File: src/rtl/ofm_out_sched_if.sv
// Egress scheduler bus bundle: ctrl/data FIFO heads, checksum-config handshake, MAC stream.
// The master modport is the scheduler side; slave is the FIFO/engine/MAC side.
interface ofm_out_sched_if;
    logic [63:0] ctrl_fifo_rdata;
    logic        ctrl_fifo_empty;
    logic        ctrl_fifo_rden;
    logic [72:0] data_fifo_rdata;
    logic        data_fifo_empty;
    logic        data_fifo_rden;
    logic        cs_cfg_valid;
    logic        cs_cfg_ready;
    logic [15:0] cs_cfg_begin;
    logic [15:0] cs_cfg_insert;
    logic [15:0] cs_cfg_init;
    logic [1:0]  cs_cfg_cntrl;
    logic [63:0] tx_tdata;
    logic [7:0]  tx_tkeep;
    logic        tx_tvalid;
    logic        tx_tlast;
    logic        tx_tready;

    modport master (
        input  ctrl_fifo_rdata, ctrl_fifo_empty,
        output ctrl_fifo_rden,
        input  data_fifo_rdata, data_fifo_empty,
        output data_fifo_rden,
        output cs_cfg_valid, cs_cfg_begin, cs_cfg_insert, cs_cfg_init, cs_cfg_cntrl,
        input  cs_cfg_ready,
        output tx_tdata, tx_tkeep, tx_tvalid, tx_tlast,
        input  tx_tready
    );

    modport slave (
        output ctrl_fifo_rdata, ctrl_fifo_empty,
        input  ctrl_fifo_rden,
        output data_fifo_rdata, data_fifo_empty,
        input  data_fifo_rden,
        input  cs_cfg_valid, cs_cfg_begin, cs_cfg_insert, cs_cfg_init, cs_cfg_cntrl,
        output cs_cfg_ready,
        input  tx_tdata, tx_tkeep, tx_tvalid, tx_tlast,
        output tx_tready
    );
endinterface

File: src/rtl/ofm_out_sched.sv
// TX egress scheduler: pops one checksum ctrl entry per frame, loads the checksum engine,
// streams the stored frame to the MAC and inserts an inter-frame idle gap.
module ofm_out_sched #(
    parameter int C_IFG_CYCLES = 3,
    parameter int C_CNT_W      = 32
) (
    input  logic                 mm2s_clk,
    input  logic                 mm2s_resetn,
    ofm_out_sched_if.master      bus,
    output logic [C_CNT_W-1:0]   frame_cnt,
    output logic                 busy
);

    typedef enum logic [1:0] {S_IDLE, S_CFG, S_DATA, S_GAP} state_t;

    localparam int               GAP_W    = (C_IFG_CYCLES > 1) ? $clog2(C_IFG_CYCLES) : 1;
    localparam logic [GAP_W-1:0] GAP_LOAD = (C_IFG_CYCLES > 0) ? GAP_W'(C_IFG_CYCLES - 1) : '0;

    state_t               r_state;
    state_t               w_next_state;
    logic [GAP_W-1:0]     r_gap_cnt;
    logic [C_CNT_W-1:0]   r_frame_cnt;
    logic                 r_cfg_valid;
    logic [15:0]          r_cfg_begin;
    logic [15:0]          r_cfg_insert;
    logic [15:0]          r_cfg_init;
    logic [1:0]           r_cfg_cntrl;

    logic                 w_ctrl_pop;
    logic                 w_bypass;
    logic                 w_cfg_fire;
    logic                 w_tx_valid;
    logic                 w_tx_fire;
    logic                 w_last_fire;
    logic                 w_unused_ctrl_hi;

    // A zero mode field means the frame needs no offload, so the config handshake is skipped.
    assign w_bypass         = (bus.ctrl_fifo_rdata[49:48] == 2'b00);
    assign w_cfg_fire       = r_cfg_valid && bus.cs_cfg_ready;
    assign w_tx_fire        = w_tx_valid && bus.tx_tready;
    assign w_last_fire      = w_tx_fire && bus.data_fifo_rdata[72];
    assign w_unused_ctrl_hi = ^bus.ctrl_fifo_rdata[63:50];

    // NOTE: every signal assigned here gets a default first, so no path leaves it unassigned
    // and no latch is inferred.
    always_comb begin
        w_next_state = r_state;
        w_ctrl_pop   = 1'b0;
        w_tx_valid   = 1'b0;
        case (r_state)
            S_IDLE: begin
                if (!bus.ctrl_fifo_empty) begin
                    // Gated by reset so the FIFO is never popped while it is being flushed.
                    w_ctrl_pop   = mm2s_resetn;
                    w_next_state = w_bypass ? S_DATA : S_CFG;
                end
            end
            S_CFG: begin
                if (w_cfg_fire) w_next_state = S_DATA;
            end
            S_DATA: begin
                w_tx_valid = !bus.data_fifo_empty;
                if (w_last_fire) w_next_state = (C_IFG_CYCLES == 0) ? S_IDLE : S_GAP;
            end
            S_GAP: begin
                if (r_gap_cnt == '0) w_next_state = S_IDLE;
            end
            default: w_next_state = S_IDLE;
        endcase
    end

    // NOTE: sequential state uses non-blocking assignments so every register samples
    // pre-edge values regardless of statement order.
    always_ff @(posedge mm2s_clk or negedge mm2s_resetn) begin
        if (!mm2s_resetn) begin
            r_state      <= S_IDLE;
            r_gap_cnt    <= '0;
            r_frame_cnt  <= '0;
            r_cfg_valid  <= 1'b0;
            r_cfg_begin  <= '0;
            r_cfg_insert <= '0;
            r_cfg_init   <= '0;
            r_cfg_cntrl  <= '0;
        end else begin
            r_state <= w_next_state;

            if (w_ctrl_pop) begin
                r_cfg_begin  <= bus.ctrl_fifo_rdata[15:0];
                r_cfg_insert <= bus.ctrl_fifo_rdata[31:16];
                r_cfg_init   <= bus.ctrl_fifo_rdata[47:32];
                r_cfg_cntrl  <= bus.ctrl_fifo_rdata[49:48];
                r_cfg_valid  <= !w_bypass;
            end else if (w_cfg_fire) begin
                r_cfg_valid  <= 1'b0;
            end

            if (w_last_fire) begin
                r_frame_cnt <= r_frame_cnt + C_CNT_W'(1);
                r_gap_cnt   <= GAP_LOAD;
            end else if (r_state == S_GAP && r_gap_cnt != '0) begin
                r_gap_cnt   <= r_gap_cnt - GAP_W'(1);
            end
        end
    end

    // Data path is straight from the FWFT head; FIFO holds the word stable until popped.
    assign bus.ctrl_fifo_rden = w_ctrl_pop;
    assign bus.data_fifo_rden = w_tx_fire;
    assign bus.tx_tvalid      = w_tx_valid;
    assign bus.tx_tdata       = bus.data_fifo_rdata[63:0];
    assign bus.tx_tkeep       = bus.data_fifo_rdata[71:64];
    assign bus.tx_tlast       = bus.data_fifo_rdata[72];

    assign bus.cs_cfg_valid   = r_cfg_valid;
    assign bus.cs_cfg_begin   = r_cfg_begin;
    assign bus.cs_cfg_insert  = r_cfg_insert;
    assign bus.cs_cfg_init    = r_cfg_init;
    assign bus.cs_cfg_cntrl   = r_cfg_cntrl;

    assign frame_cnt = r_frame_cnt;
    assign busy      = (r_state != S_IDLE);

endmodule

File: src/flat_wrapper.sv
// flat-port wrapper written by rule: the top's interface ports become plain ports
module ofm_out_sched_flat 
#(
    parameter int C_IFG_CYCLES = 3,
    parameter int C_CNT_W      = 32
)
  (mm2s_clk, mm2s_resetn, frame_cnt, busy, bus_ctrl_fifo_rdata, bus_ctrl_fifo_empty, bus_ctrl_fifo_rden, bus_data_fifo_rdata, bus_data_fifo_empty, bus_data_fifo_rden, bus_cs_cfg_valid, bus_cs_cfg_begin, bus_cs_cfg_insert, bus_cs_cfg_init, bus_cs_cfg_cntrl, bus_cs_cfg_ready, bus_tx_tdata, bus_tx_tkeep, bus_tx_tvalid, bus_tx_tlast, bus_tx_tready);
  ofm_out_sched_if bus_i ();
  input  logic mm2s_clk;
  input  logic mm2s_resetn;
  output logic [C_CNT_W-1:0] frame_cnt;
  output logic busy;
  input wire logic [$bits(bus_i.ctrl_fifo_rdata)-1:0] bus_ctrl_fifo_rdata;
  input wire logic [$bits(bus_i.ctrl_fifo_empty)-1:0] bus_ctrl_fifo_empty;
  output wire logic [$bits(bus_i.ctrl_fifo_rden)-1:0] bus_ctrl_fifo_rden;
  input wire logic [$bits(bus_i.data_fifo_rdata)-1:0] bus_data_fifo_rdata;
  input wire logic [$bits(bus_i.data_fifo_empty)-1:0] bus_data_fifo_empty;
  output wire logic [$bits(bus_i.data_fifo_rden)-1:0] bus_data_fifo_rden;
  output wire logic [$bits(bus_i.cs_cfg_valid)-1:0] bus_cs_cfg_valid;
  output wire logic [$bits(bus_i.cs_cfg_begin)-1:0] bus_cs_cfg_begin;
  output wire logic [$bits(bus_i.cs_cfg_insert)-1:0] bus_cs_cfg_insert;
  output wire logic [$bits(bus_i.cs_cfg_init)-1:0] bus_cs_cfg_init;
  output wire logic [$bits(bus_i.cs_cfg_cntrl)-1:0] bus_cs_cfg_cntrl;
  input wire logic [$bits(bus_i.cs_cfg_ready)-1:0] bus_cs_cfg_ready;
  output wire logic [$bits(bus_i.tx_tdata)-1:0] bus_tx_tdata;
  output wire logic [$bits(bus_i.tx_tkeep)-1:0] bus_tx_tkeep;
  output wire logic [$bits(bus_i.tx_tvalid)-1:0] bus_tx_tvalid;
  output wire logic [$bits(bus_i.tx_tlast)-1:0] bus_tx_tlast;
  input wire logic [$bits(bus_i.tx_tready)-1:0] bus_tx_tready;
  assign bus_i.ctrl_fifo_rdata = bus_ctrl_fifo_rdata;
  assign bus_i.ctrl_fifo_empty = bus_ctrl_fifo_empty;
  assign bus_ctrl_fifo_rden = bus_i.ctrl_fifo_rden;
  assign bus_i.data_fifo_rdata = bus_data_fifo_rdata;
  assign bus_i.data_fifo_empty = bus_data_fifo_empty;
  assign bus_data_fifo_rden = bus_i.data_fifo_rden;
  assign bus_cs_cfg_valid = bus_i.cs_cfg_valid;
  assign bus_cs_cfg_begin = bus_i.cs_cfg_begin;
  assign bus_cs_cfg_insert = bus_i.cs_cfg_insert;
  assign bus_cs_cfg_init = bus_i.cs_cfg_init;
  assign bus_cs_cfg_cntrl = bus_i.cs_cfg_cntrl;
  assign bus_i.cs_cfg_ready = bus_cs_cfg_ready;
  assign bus_tx_tdata = bus_i.tx_tdata;
  assign bus_tx_tkeep = bus_i.tx_tkeep;
  assign bus_tx_tvalid = bus_i.tx_tvalid;
  assign bus_tx_tlast = bus_i.tx_tlast;
  assign bus_i.tx_tready = bus_tx_tready;
  ofm_out_sched #(.C_IFG_CYCLES(C_IFG_CYCLES), .C_CNT_W(C_CNT_W)) u_core (.mm2s_clk(mm2s_clk), .mm2s_resetn(mm2s_resetn), .bus(bus_i), .frame_cnt(frame_cnt), .busy(busy));
endmodule
File: config.mk
export PLATFORM = sky130hd
export DESIGN_NAME = ofm_out_sched_flat
export DESIGN_NICKNAME = d
export VERILOG_FILES = /design/src/rtl/ofm_out_sched_if.sv /design/src/rtl/ofm_out_sched.sv /design/src/flat_wrapper.sv
export SDC_FILE = /design/constraint.sdc
export NUM_CORES = 1
export LEC_CHECK = 0
export CAP_MARGIN = 10
export CORE_MARGIN = 4
export CORE_UTILIZATION = 35
export DETAILED_ROUTE_END_ITERATION = 10
export PLACE_DENSITY = 0.84
export SKIP_CTS_REPAIR_TIMING = 1
export SLEW_MARGIN = 20
export SYNTH_ARGS = -nofsm -noshare
export SYNTH_HDL_FRONTEND = slang
export SYNTH_SLANG_ARGS = --single-unit
File: constraint.sdc
create_clock -name mm2s_clk -period 4.61 [get_ports mm2s_clk]
set_clock_uncertainty 0.2 [all_clocks]
set_input_delay 0.922 -clock mm2s_clk [delete_from_list [all_inputs] [get_ports mm2s_clk]]
set_output_delay 0.922 -clock mm2s_clk [all_outputs]
set_load 0.03 [all_outputs]
==> impl_summary.txt, run 1 <==
----------------------------------------------------
[Worst setup path]
  Worst reg2reg path endpoint ... u_core.frame_cnt[21]
  Worst r2r src ... u_core.r_state[0]
  Critical Setup Path Class ... primary input to output pin
  Critical Path Start ... bus_tx_tready
  Capturing element type of the critical path ... output pin
  Worst Path Arrival ... around 2.3 ns
  Critical path startpoint category ... primary input
  Cells on worst reg2reg path ... 6
  Flop-to-flop setup slack ... about 2.1 ns
  Required arrival time at the worst endpoint ... roughly 3.5 ns
  Worst-path fanout max ... 2

[Final layout]
  Non-filler cells, final ... between 600 and 700
  Share of layout cells above drive strength 1 ... approximately 5.4%
  Synth-to-Final Area Change ... 31.82%
  Count of antenna diodes in the layout ... 0
  Final core utilization ... approximately 48%
  Final #Nets ... approximately 660

[Place]
  Port Buffers ... 144
  Routability cong. ... ~0.76
  Setup slack after placement ... around 1.2 ns
  Placed insts ... approximately 650
  HPWL after detailed placement ... about 7500 µm

[Synth]
  Part of the Yosys area used for sequential elements ... between 50% and 60%
  Async SR Flop Fraction ... 100.0%
  Syn_area_per_cell ... 9.599 µm²
  Number of distinct library cells after synthesis ... 30
  Count of flip-flops with a built-in enable after synthesis ... 0
  Flop and latch count out of synthesis ... a little under 90
  Number of warnings issued by yosys ... 0
  Syn Std Cell Area ... 4243 µm²
  Cells after Synth ... ~440
  Leading register cell type out of synthesis ... sky130_fd_sc_hd__dfrtp_1
  Post-synth net total ... between 500 and 600

[Pwr]
  Internal power summed over all cells ... just over 0.002 W
  Cell Pwr Density ... ~600 nW/µm²
  Net switching power ... ~0.0013 W
  Maximum resistive drop on vdd ... between 0.4 and 0.5 mV
  Sequential power share ... between 30% and 40%
  Part of the power in the clock network ... between 20% and 30%
  Fraction of power spent switching nets ... 38.48%
  Share of total power in combinational logic ... a little over two fifths
  Pleak ... roughly 2.6 nW

[Global route]
  Pin count of the biggest net entering global routing ... 53
  Via count of the first global-routing pass ... ~3300
  Initial antenna violation count ... 0
  First-pass GRT wire length ... ~17000 µm
  Met2 routing resource usage after global routing ... 23.26%
  GRT Resource Usage Total ... around 15%
  Met3 track demand over resource ... under 10%
  Aggregate global routing overflow ... 0
  Met1 GRT Util ... 16.97%
  Grt peak-use layer ... met2

[Timing]
  Final Critical Period ... 3.430 ns
  Number of setup violations in the final report ... 0
  Setup Total Neg Slack ... 0 ns
  Fmax ... 0.2915 GHz
  Unrepaired setup endpoints after global routing ... false
  Rel. slew slack ... between 50 and 60%
  Number of endpoints with negative hold slack in the final report ... 0
  Worst hold slack ... 0.2760 ns
  Max Transition Viols Final ... 0
  Actual transition at the worst max-transition pin ... between 0.7 and 0.8 ns
  Final critical-path setup slack ... 1.180 ns
  Fraction of the cycle the final worst path needs ... around three quarters

[Min path]
  Startpoint of the most critical hold path ... u_core.bus.cs_cfg_insert[10]
  Cell depth of the worst hold path ... 2
  Class of the tightest hold or removal check ... flip-flop to flip-flop
  Worst Hold Endpoint ... u_core.bus.cs_cfg_insert[10]

[Detailed routing]
  DRC marker count from the first detailed-route iteration ... about 160
  Post-detailed-route wirelength per cell ... between 15 and 20 µm
  Residual DRC count ... 0
  Via density per instance ... around 4.7
  Sum of routed wire length over all layers ... 10330 µm
  Detailed-route via count ... approximately 3100
  Pre-Repair DR Iteration Count ... 4
  Count of antenna-violating nets left after detailed routing ... 0

[Run status]
  Run status ... completed

[Clocking]
  Cell at the root of the clock tree ... sky130_fd_sc_hd__clkbuf_16
  Clock tree sinks ... between 80 and 90
  TritonCTS clock tree ... done
  Longest Clk Path Bufs ... 2
  Clock slew at the register clock pins of the worst setup and hold paths ... 0.07 ns
  H-tree levels ... 3
  Clock buffer count from CTS ... 9
  Clock latency of the later-clocked register in the worst-skew pair ... about 0.35 ns

[Job]
  Max-cap violations ... 0

[Floorplanning]
  Die height ... 118.1 µm
  Effective utilization at floorplan ... between 30% and 40%
  Top Ports ... 303
  Die W ... roughly 120 µm
  Total die area ... 13950 µm²
  Core Area ... 11660 µm²
  Row cnt ... 39

----------------------------------------------------
final cells by class:
cell class | instances | area, µm²
Fill cell | 1030 | 6070
Sequential cell | 87 | 2177
Timing Repair Buffer | 147 | 1459
Multi-Input combinational cell | 261 | 1425
Clock buffer | 10 | 229.0
Tap cell | 143 | 178.9
Clock inverter | 6 | 93.84
Inverter | 8 | 30.03
layer usage:
| metal | wire [µm] | share of wire [%] |
|---|---|---|
| met1 | 4063 | 39 |
| met2 | 4845 | 47 |
| met3 | 1111 | 11 |
| met4 | 315 | 3.0 |
| met5 | 0 | 0 |
sequential cells by signal, summed over array words and instances, names as in the netlist:
register / flops
u_core.r_state: 2
u_core.bus.cs_cfg_begin: 16
u_core.r_gap_cnt: 2
u_core.bus.cs_cfg_insert: 16
u_core.bus.cs_cfg_valid: 1
u_core.frame_cnt: 32
u_core.bus.cs_cfg_init: 16
u_core.bus.cs_cfg_cntrl: 2
power by group through the flow:
stage / logic (W) / clock network (W) / registers, W
floorplan: 0.000475 / 0 / 0.00157
global placement: 0.00139 / 0 / 0.00113
detailed placement: 0.00142 / 0 / 0.00115
CTS: 0.00143 / 0.000816 / 0.00114
global route: 0.00151 / 0.000848 / 0.00117
finish: 0.00140 / 0.000795 / 0.00114
worst max-delay path by stage:
stage                          to  slack, ns
6_report       bus_data_fifo_rden       1.18
2_1_floorplan  bus_ctrl_fifo_rden       1.70
3_5_place_dp   bus_data_fifo_rden       1.17
3_3_place_gp   bus_data_fifo_rden       1.20
4_1_cts        bus_data_fifo_rden       1.16
5_1_grt        bus_data_fifo_rden       1.13
worst max-delay path, cell delays in order:
cell and delay, ns:
sky130_fd_sc_hd__clkdlybuf4s50_1 0.51, sky130_fd_sc_hd__and3b_1 0.19, sky130_fd_sc_hd__clkdlybuf4s50_1 0.68
per-stage QoR:
stage / instance area (µm²) / total power [W]
finish: 5593 / 0.003338
global route: 5593 / 0.003529
CTS: 5593 / 0.003383
detailed placement: 5270 / 0.002569
global placement: 5270 / 0.002524
floorplan: 4243 / 0.002043
layout by cell type, fill, tap and decap left out, drive strengths merged, types with 2 or more instances in the layout:
cell	n
and2	2
and3	7
and4	2
buf	5
bufinv	2
clkbuf	10
clkdlybuf4s50	142
clkinv	2
dfrtp	87
ha	7
inv	9
mux2	2
mux2i	3
nand2	161
nand3	14
nand3b	2
nand4	10
nor2	5
nor4	5
o21ai	2
xnor2	28
xor2	4
kinds of logic (layout without fill, tap and decap cells):
logic type      after synthesis  count (layout)  synth area share (%)
compound gates                4               4                0.6194
xor+xnor                     32              32                 6.606
fa+ha+maj                     7               7                 2.064
buf+inv                      94             171                 15.10
flops                        87              87                 51.31
mux                           5               5                 1.239
simple gates                213             213                 23.06
cells in the mapped netlist (3+ instances only):
cell                       count  share of area, %
sky130_fd_sc_hd__dfrtp_1      87                51
sky130_fd_sc_hd__xor2_1        4              0.83
sky130_fd_sc_hd__nand4_1       9               1.3
sky130_fd_sc_hd__xnor2_1      28               5.8
sky130_fd_sc_hd__nor2_1        5              0.44
sky130_fd_sc_hd__ha_1          7               2.1
sky130_fd_sc_hd__mux2i_1       3              0.71
sky130_fd_sc_hd__nor4_4        3               1.5
sky130_fd_sc_hd__inv_1         8              0.71
sky130_fd_sc_hd__nand3_1      14               1.7
sky130_fd_sc_hd__buf_4        74                13
sky130_fd_sc_hd__nand2_1     161                14
sky130_fd_sc_hd__and3_1        7               1.0
sky130_fd_sc_hd__clkbuf_1      9              0.80
Power figures use the tool's default switching activity.
==> inputs of run 2 (changes only) <==
--- a/config.mk
+++ b/config.mk
@@ -7,9 +7,9 @@
 export LEC_CHECK = 0
 export CAP_MARGIN = 10
 export CORE_MARGIN = 4
-export CORE_UTILIZATION = 35
+export CORE_UTILIZATION = 32
 export DETAILED_ROUTE_END_ITERATION = 10
-export PLACE_DENSITY = 0.84
+export PLACE_DENSITY = 0.81
 export SKIP_CTS_REPAIR_TIMING = 1
 export SLEW_MARGIN = 20
 export SYNTH_ARGS = -nofsm -noshare
==> constraint.sdc (replaced) <==
create_clock -name mm2s_clk -period 2.7 [get_ports mm2s_clk]
set_clock_uncertainty 0.2 [all_clocks]
set_input_delay 0.54 -clock mm2s_clk [delete_from_list [all_inputs] [get_ports mm2s_clk]]
set_output_delay 0.54 -clock mm2s_clk [all_outputs]
set_load 0.03 [all_outputs]
==> run 2 against run 1 <==
Die area rose by 8.7%. Largest cell class unchanged. Sequential share of layout area fell by 0.63 points. Critical path depth fell by 1. Clock-buffer cell count rose by 2. First-iteration DRC count fell by 24%. Register-to-register slack got worse by 1.6 ns. Flip-flop and latch count did not move. Via count fell by 0.76%. Cell count rose by 5.0%. Hold slack got worse by 0.16 ns. Highest routed layer unchanged. Design area rose by 1.6%.
==> impl_summary.txt, run 2 (synthesis results as in run 1) <==
----------------------------------------------------
[Worst setup path]
  Capturing element type of the critical path ... output pin
  Critical path's slowest cell ... sky130_fd_sc_hd__clkdlybuf4s50_1
  Worst path bufs/invs ... 2
  CP top delay family ... buffers and inverters
  Critical path startpoint category ... primary input
  Worst-path fanout max ... 3
  List of cells traversed by the critical path ... clkdlybuf4s50_1, clkdlybuf4s50_1
  Most prevalent standard cell on the critical path ... sky130_fd_sc_hd__clkdlybuf4s50_1
  Critical Setup Path Class ... primary input to output pin
  Worst Path Arrival ... ~1.8 ns
  Delay of the slowest cell on the worst path ... about 0.70 ns
  Required arrival time at the worst endpoint ... 1.96 ns

[Floorplanning]
  Core Area ... ~13000 µm²
  Die W ... about 120 µm
  Die height ... 123.1 µm
  Total die area ... about 15000 µm²
  Row cnt ... 41
  Effective utilization at floorplan ... 33.08%
  Top Ports ... just over 300

[Final layout]
  Number of filler instances in the final layout ... 1207
  Non-filler cells, final ... 695
  Most common cell after layout, fill and taps aside ... sky130_fd_sc_hd__nand2_1
  Commonest cells after routing, fill and taps aside ... sky130_fd_sc_hd__nand2_1, sky130_fd_sc_hd__clkdlybuf4s50_1, sky130_fd_sc_hd__dfrtp_1
  Share of layout cells above drive strength 1 ... between 6 and 7%
  Area taken by multi-input logic gates ... 1425 µm²
  Post-route cell area ... 5684 µm²
  Synth-to-Final Area Change ... 33.97%
  Final core utilization ... between 40% and 50%
  Count of antenna diodes in the layout ... 0
  Largest register FFs ... 32
  Final #Nets ... roughly 670
  Area taken by flip-flops and latches ... 2177 µm²

[Global route]
  Aggregate global routing overflow ... 0
  First-pass GRT wire length ... 15180 µm
  GRT Resource Usage Total ... 12.86%
  Via count of the first global-routing pass ... between 3000 and 4000
  Pin count of the biggest net entering global routing ... 53
  Initial antenna violation count ... 0

[Clocking]
  TritonCTS clock tree ... done
  Clock latency of the later-clocked register in the worst-skew pair ... ~0.34 ns
  Clock buffer count from CTS ... 9
  Clock tree sinks ... slightly below 90
  H-tree levels ... 3
  Cell at the root of the clock tree ... sky130_fd_sc_hd__clkbuf_16
  Clock slew at the register clock pins of the worst setup and hold paths ... 0.06 ns
  Longest Clk Path Bufs ... 2

[Detailed routing]
  Residual DRC count ... 0
  DRC marker count from the first detailed-route iteration ... roughly 120
  Pre-Repair DR Iteration Count ... 4
  Detailed-route via count ... between 3000 and 4000
  Post-detailed-route wirelength per cell ... 13.89 µm
  Count of antenna-violating nets left after detailed routing ... 0
  Via density per instance ... approximately 4.5
  Sum of routed wire length over all layers ... about 9700 µm

[Place]
  Placed insts ... between 600 and 700
  Port Buffers ... approximately 140
  Cell area after placement ... between 5000 and 6000 µm²
  Routability cong. ... about 0.75
  HPWL after detailed placement ... between 7000 and 8000 µm

[Timing]
  Fraction of the cycle the final worst path needs ... a little over nine tenths
  Number of endpoints with negative hold slack in the final report ... 0
  Worst hold slack ... between 0.1 and 0.15 ns
  Actual transition at the worst max-transition pin ... about 0.56 ns
  Rel. slew slack ... between 60% and 70%
  Number of setup violations in the final report ... 0
  Final Critical Period ... between 2 and 3 ns
  Max Transition Viols Final ... 0
  Fmax ... between 0.3 and 0.4 GHz
  Unrepaired setup endpoints after global routing ... false

[Pwr]
  Maximum resistive drop on vdd ... roughly 0.63 mV
  Cell Pwr Density ... approximately 1000 nW/µm²
  Pleak ... between 2 and 3 nW
  Power consumption ... between 0.005 and 0.006 W

[Min path]
  Class of the tightest hold or removal check ... primary input to asynchronous set/reset pin

[Job]
  Max-cap violations ... 0

[Run status]
  Run status ... completed

----------------------------------------------------
[run 2: cell types whose count changed in the layout (fill, tap and decap cells not counted)]
cell / previous run / this run
sky130_fd_sc_hd__buf_4: 5 / 9
sky130_fd_sc_hd__clkbuf_1: 1 / 0
sky130_fd_sc_hd__clkbuf_8: 0 / 3
sky130_fd_sc_hd__clkdlybuf4s50_1: 142 / 140
sky130_fd_sc_hd__clkinv_4: 2 / 1
sky130_fd_sc_hd__dlymetal6s2s_1: 0 / 2
sky130_fd_sc_hd__inv_6: 1 / 0
[run 2: area by class of cell]
class	count	area share, %
Clock buffer	12	4.689
Inverter	8	0.5283
Tap cell	172	3.786
Clock inverter	4	1.343
Multi-Input combinational cell	261	25.07
Timing Repair Buffer	151	26.28
Sequential cell	87	38.30
[run 2: worst paths after layout]
| kind | start | endpoint | slack (ns) | depth (start not counted) |
|---|---|---|---|---|
| max in group asynchronous | mm2s_resetn | u_core.frame_cnt[23] | 1.22 | 3 |
| min in group mm2s_clk | u_core.bus.cs_cfg_init[6] | u_core.bus.cs_cfg_init[6] | 0.27 | 2 |
| worst min register to register | u_core.bus.cs_cfg_init[6] | u_core.bus.cs_cfg_init[6] | 0.27 | 2 |
| worst max register to register | u_core.r_state[0] | u_core.frame_cnt[26] | 0.46 | 7 |
| worst min-delay path | mm2s_resetn | u_core.bus.cs_cfg_valid | 0.12 | 2 |
| worst max-delay path | bus_data_fifo_rdata[72] | bus_tx_tlast | 0.17 | 2 |
[run 2: layer usage]
metal,vias up,global-route usage [%],wire (µm)
met5,-,0,0
li1,1478,-,-
met1,1485,14.09,3813
met4,0,6.713,258
met2,138,20.18,4503
met3,19,6.816,1080
[run 2: report_power, final]
part | internal, W | leakage [nW] | total (W) | switching, W
logic | 0.000984 | 1.43 | 0.00239 | 0.00140
registers | 0.00171 | 1.12 | 0.00195 | 0.000238
clock network | 0.000888 | 0.165 | 0.00140 | 0.000515
total | 0.00358 | 2.71 | 0.00573 | 0.00215
[run 2: per-stage QoR]
stage          setup WS [ns]  TNS, ns
2_1_floorplan         0.4834        0
3_3_place_gp         0.08030        0
3_5_place_dp         0.06722        0
4_1_cts              -0.1367  -0.2407
5_1_grt              0.09451        0
6_report              0.1711        0
==> inputs of run 3 (changes only) <==
--- a/config.mk
+++ b/config.mk
@@ -6,7 +6,7 @@
 export NUM_CORES = 1
 export LEC_CHECK = 0
 export CAP_MARGIN = 10
-export CORE_MARGIN = 4
+export CORE_MARGIN = 3
 export CORE_UTILIZATION = 32
 export DETAILED_ROUTE_END_ITERATION = 10
 export PLACE_DENSITY = 0.81
==> run 3 against run 2 <==
Flip-flop and latch count unchanged. Worst setup slack about the same. Combinational power about the same. Power down 2.7%. Utilization down 0.11 points. Critical path depth up 2. Via count up 2.1%. Die area down 3.2%. Sequential share of layout area up 0.25 points. Design area down 0.64%.
==> impl_summary.txt, run 3 (synthesis results as in run 1) <==
----------------------------------------------------
[Global route]
  Pin count of the biggest net entering global routing ... a little over 50
  Initial antenna violation count ... 1
  First-pass GRT wire length ... between 15000 and 20000 µm
  GRT Resource Usage Total ... around 14%
  Aggregate global routing overflow ... 0
  Via count of the first global-routing pass ... around 3300

[Timing]
  Number of endpoints with negative hold slack in the final report ... 0
  Final critical-path setup slack ... around 0.17 ns
  Number of setup violations in the final report ... 0
  Max Transition Viols Final ... 0
  Final Critical Period ... approximately 2.5 ns
  Worst hold slack ... about 0.079 ns
  Fraction of the cycle the final worst path needs ... about 94%
  Actual transition at the worst max-transition pin ... 0.6328 ns
  Rel. slew slack ... between 50 and 60%
  Fmax ... a little under 0.4 GHz
  Unrepaired setup endpoints after global routing ... false

[Floorplanning]
  Top Ports ... around 300
  Die height ... around 120 µm
  Die W ... around 120 µm
  Row cnt ... around 40
  Effective utilization at floorplan ... about a third
  Total die area ... 14680 µm²
  Core Area ... 12770 µm²

[Pwr]
  Pleak ... between 2 and 3 nW
  Maximum resistive drop on vdd ... roughly 0.55 mV
  Power consumption ... around 0.0056 W
  Cell Pwr Density ... 988.3 nW/µm²

[Final layout]
  Commonest cells after routing, fill and taps aside ... sky130_fd_sc_hd__nand2_1, sky130_fd_sc_hd__clkdlybuf4s50_1, sky130_fd_sc_hd__dfrtp_1
  Final core utilization ... about 44%
  Largest register FFs ... 32
  Count of antenna diodes in the layout ... 0
  Synth-to-Final Area Change ... 33.12%
  Most common cell after layout, fill and taps aside ... sky130_fd_sc_hd__nand2_1
  Share of layout cells above drive strength 1 ... under 10%
  Final #Nets ... ~670

[Detailed routing]
  DRC marker count from the first detailed-route iteration ... around 150
  Post-detailed-route wirelength per cell ... between 10 and 15 µm
  Pre-Repair DR Iteration Count ... 4
  Via density per instance ... 4.576
  Residual DRC count ... 0
  Sum of routed wire length over all layers ... 9908 µm
  Detailed-route via count ... 3185
  Count of antenna-violating nets left after detailed routing ... 0

[Run status]
  Run status ... completed

[Clocking]
  Cell at the root of the clock tree ... sky130_fd_sc_hd__clkbuf_16
  Clock latency of the later-clocked register in the worst-skew pair ... about 0.34 ns
  H-tree levels ... 3
  Clock tree sinks ... between 80 and 90
  Clock buffer count from CTS ... 9
  TritonCTS clock tree ... done
  Clock slew at the register clock pins of the worst setup and hold paths ... about 0.060 ns
  Longest Clk Path Bufs ... 2

[Worst setup path]
  Critical path startpoint category ... flip-flop
  Worst-path fanout max ... 4
  Critical Setup Path Class ... flip-flop to output pin
  Worst Path Arrival ... ~1.8 ns
  Flop-to-flop setup slack ... about 0.45 ns
  Required arrival time at the worst endpoint ... 1.96 ns
  Capturing element type of the critical path ... output pin

[Place]
  Port Buffers ... 144
  Setup slack after placement ... roughly 0.077 ns
  Routability cong. ... 0.7669
  HPWL after detailed placement ... 7294 µm

[Job]
  Max-cap violations ... 0

[Min path]
  Class of the tightest hold or removal check ... primary input to asynchronous set/reset pin

----------------------------------------------------
==> run 3: changes by cell type in the layout (fill, tap and decap cells not counted) <==
cell	delta
sky130_fd_sc_hd__clkinv_4	-1
sky130_fd_sc_hd__bufinv_16	-1
sky130_fd_sc_hd__buf_4	+1
sky130_fd_sc_hd__clkbuf_8	-2
sky130_fd_sc_hd__clkinv_2	+3
sky130_fd_sc_hd__clkinvlp_4	+1
==> run 3: final timing paths <==
kind	startpoint	end	depth (start not counted)
hold / removal	mm2s_resetn	u_core.r_gap_cnt[0]	2
setup / recovery	u_core.r_state[0]	busy	4
setup reg to reg	u_core.r_state[0]	u_core.frame_cnt[21]	7
hold reg to reg	u_core.frame_cnt[31]	u_core.frame_cnt[31]	1
min in group mm2s_clk	u_core.frame_cnt[31]	u_core.frame_cnt[31]	1
max in group asynchronous	mm2s_resetn	u_core.frame_cnt[16]	3
==> run 3: cell type report <==
cell class                      count  area, µm²
Clock buffer                       10      239.0
Fill cell                        1193       7126
Sequential cell                    87       2177
Inverter                            8      30.03
Timing Repair Buffer              152       1501
Tap cell                          172      215.2
Multi-Input combinational cell    261       1425
Clock inverter                      6      60.06
==> run 3: report_power, final <==
part | internal (W) | switching [W] | total [W] | leakage, nW
Combinational | 0.000987 | 0.00140 | 0.00239 | 1.43
Clock | 0.000737 | 0.000509 | 0.00125 | 0.144
Sequential | 0.00171 | 0.000241 | 0.00195 | 1.12
Total | 0.00343 | 0.00215 | 0.00558 | 2.70
==> run 3: critical path, cell delays in order (launching register included) <==
cell and delay [ns]:
sky130_fd_sc_hd__dfrtp_1 0.38, sky130_fd_sc_hd__inv_1 0.10, sky130_fd_sc_hd__ha_1 0.24, sky130_fd_sc_hd__inv_1 0.07, sky130_fd_sc_hd__clkdlybuf4s50_1 0.66
==> run 3: metrics by stage <==
stage                     cell area [µm²]  cells  setup TNS [ns]
after floorplan                      4243    442               0
after global placement               5344    680               0
after detailed placement             5344    680               0
after CTS                            5643    696         -0.1963
after global routing                 5648    696               0
final                                5648    696               0
==> run 3: layer usage <==
layer / GRT usage, % / routed length (µm) / part of all wire, %
met1: 15.88 / 3816 / 39
met2: 22.37 / 4759 / 48
met3: 7.179 / 1103 / 11
met4: 6.022 / 208 / 2.1
met5: 0 / 20 / 0.20
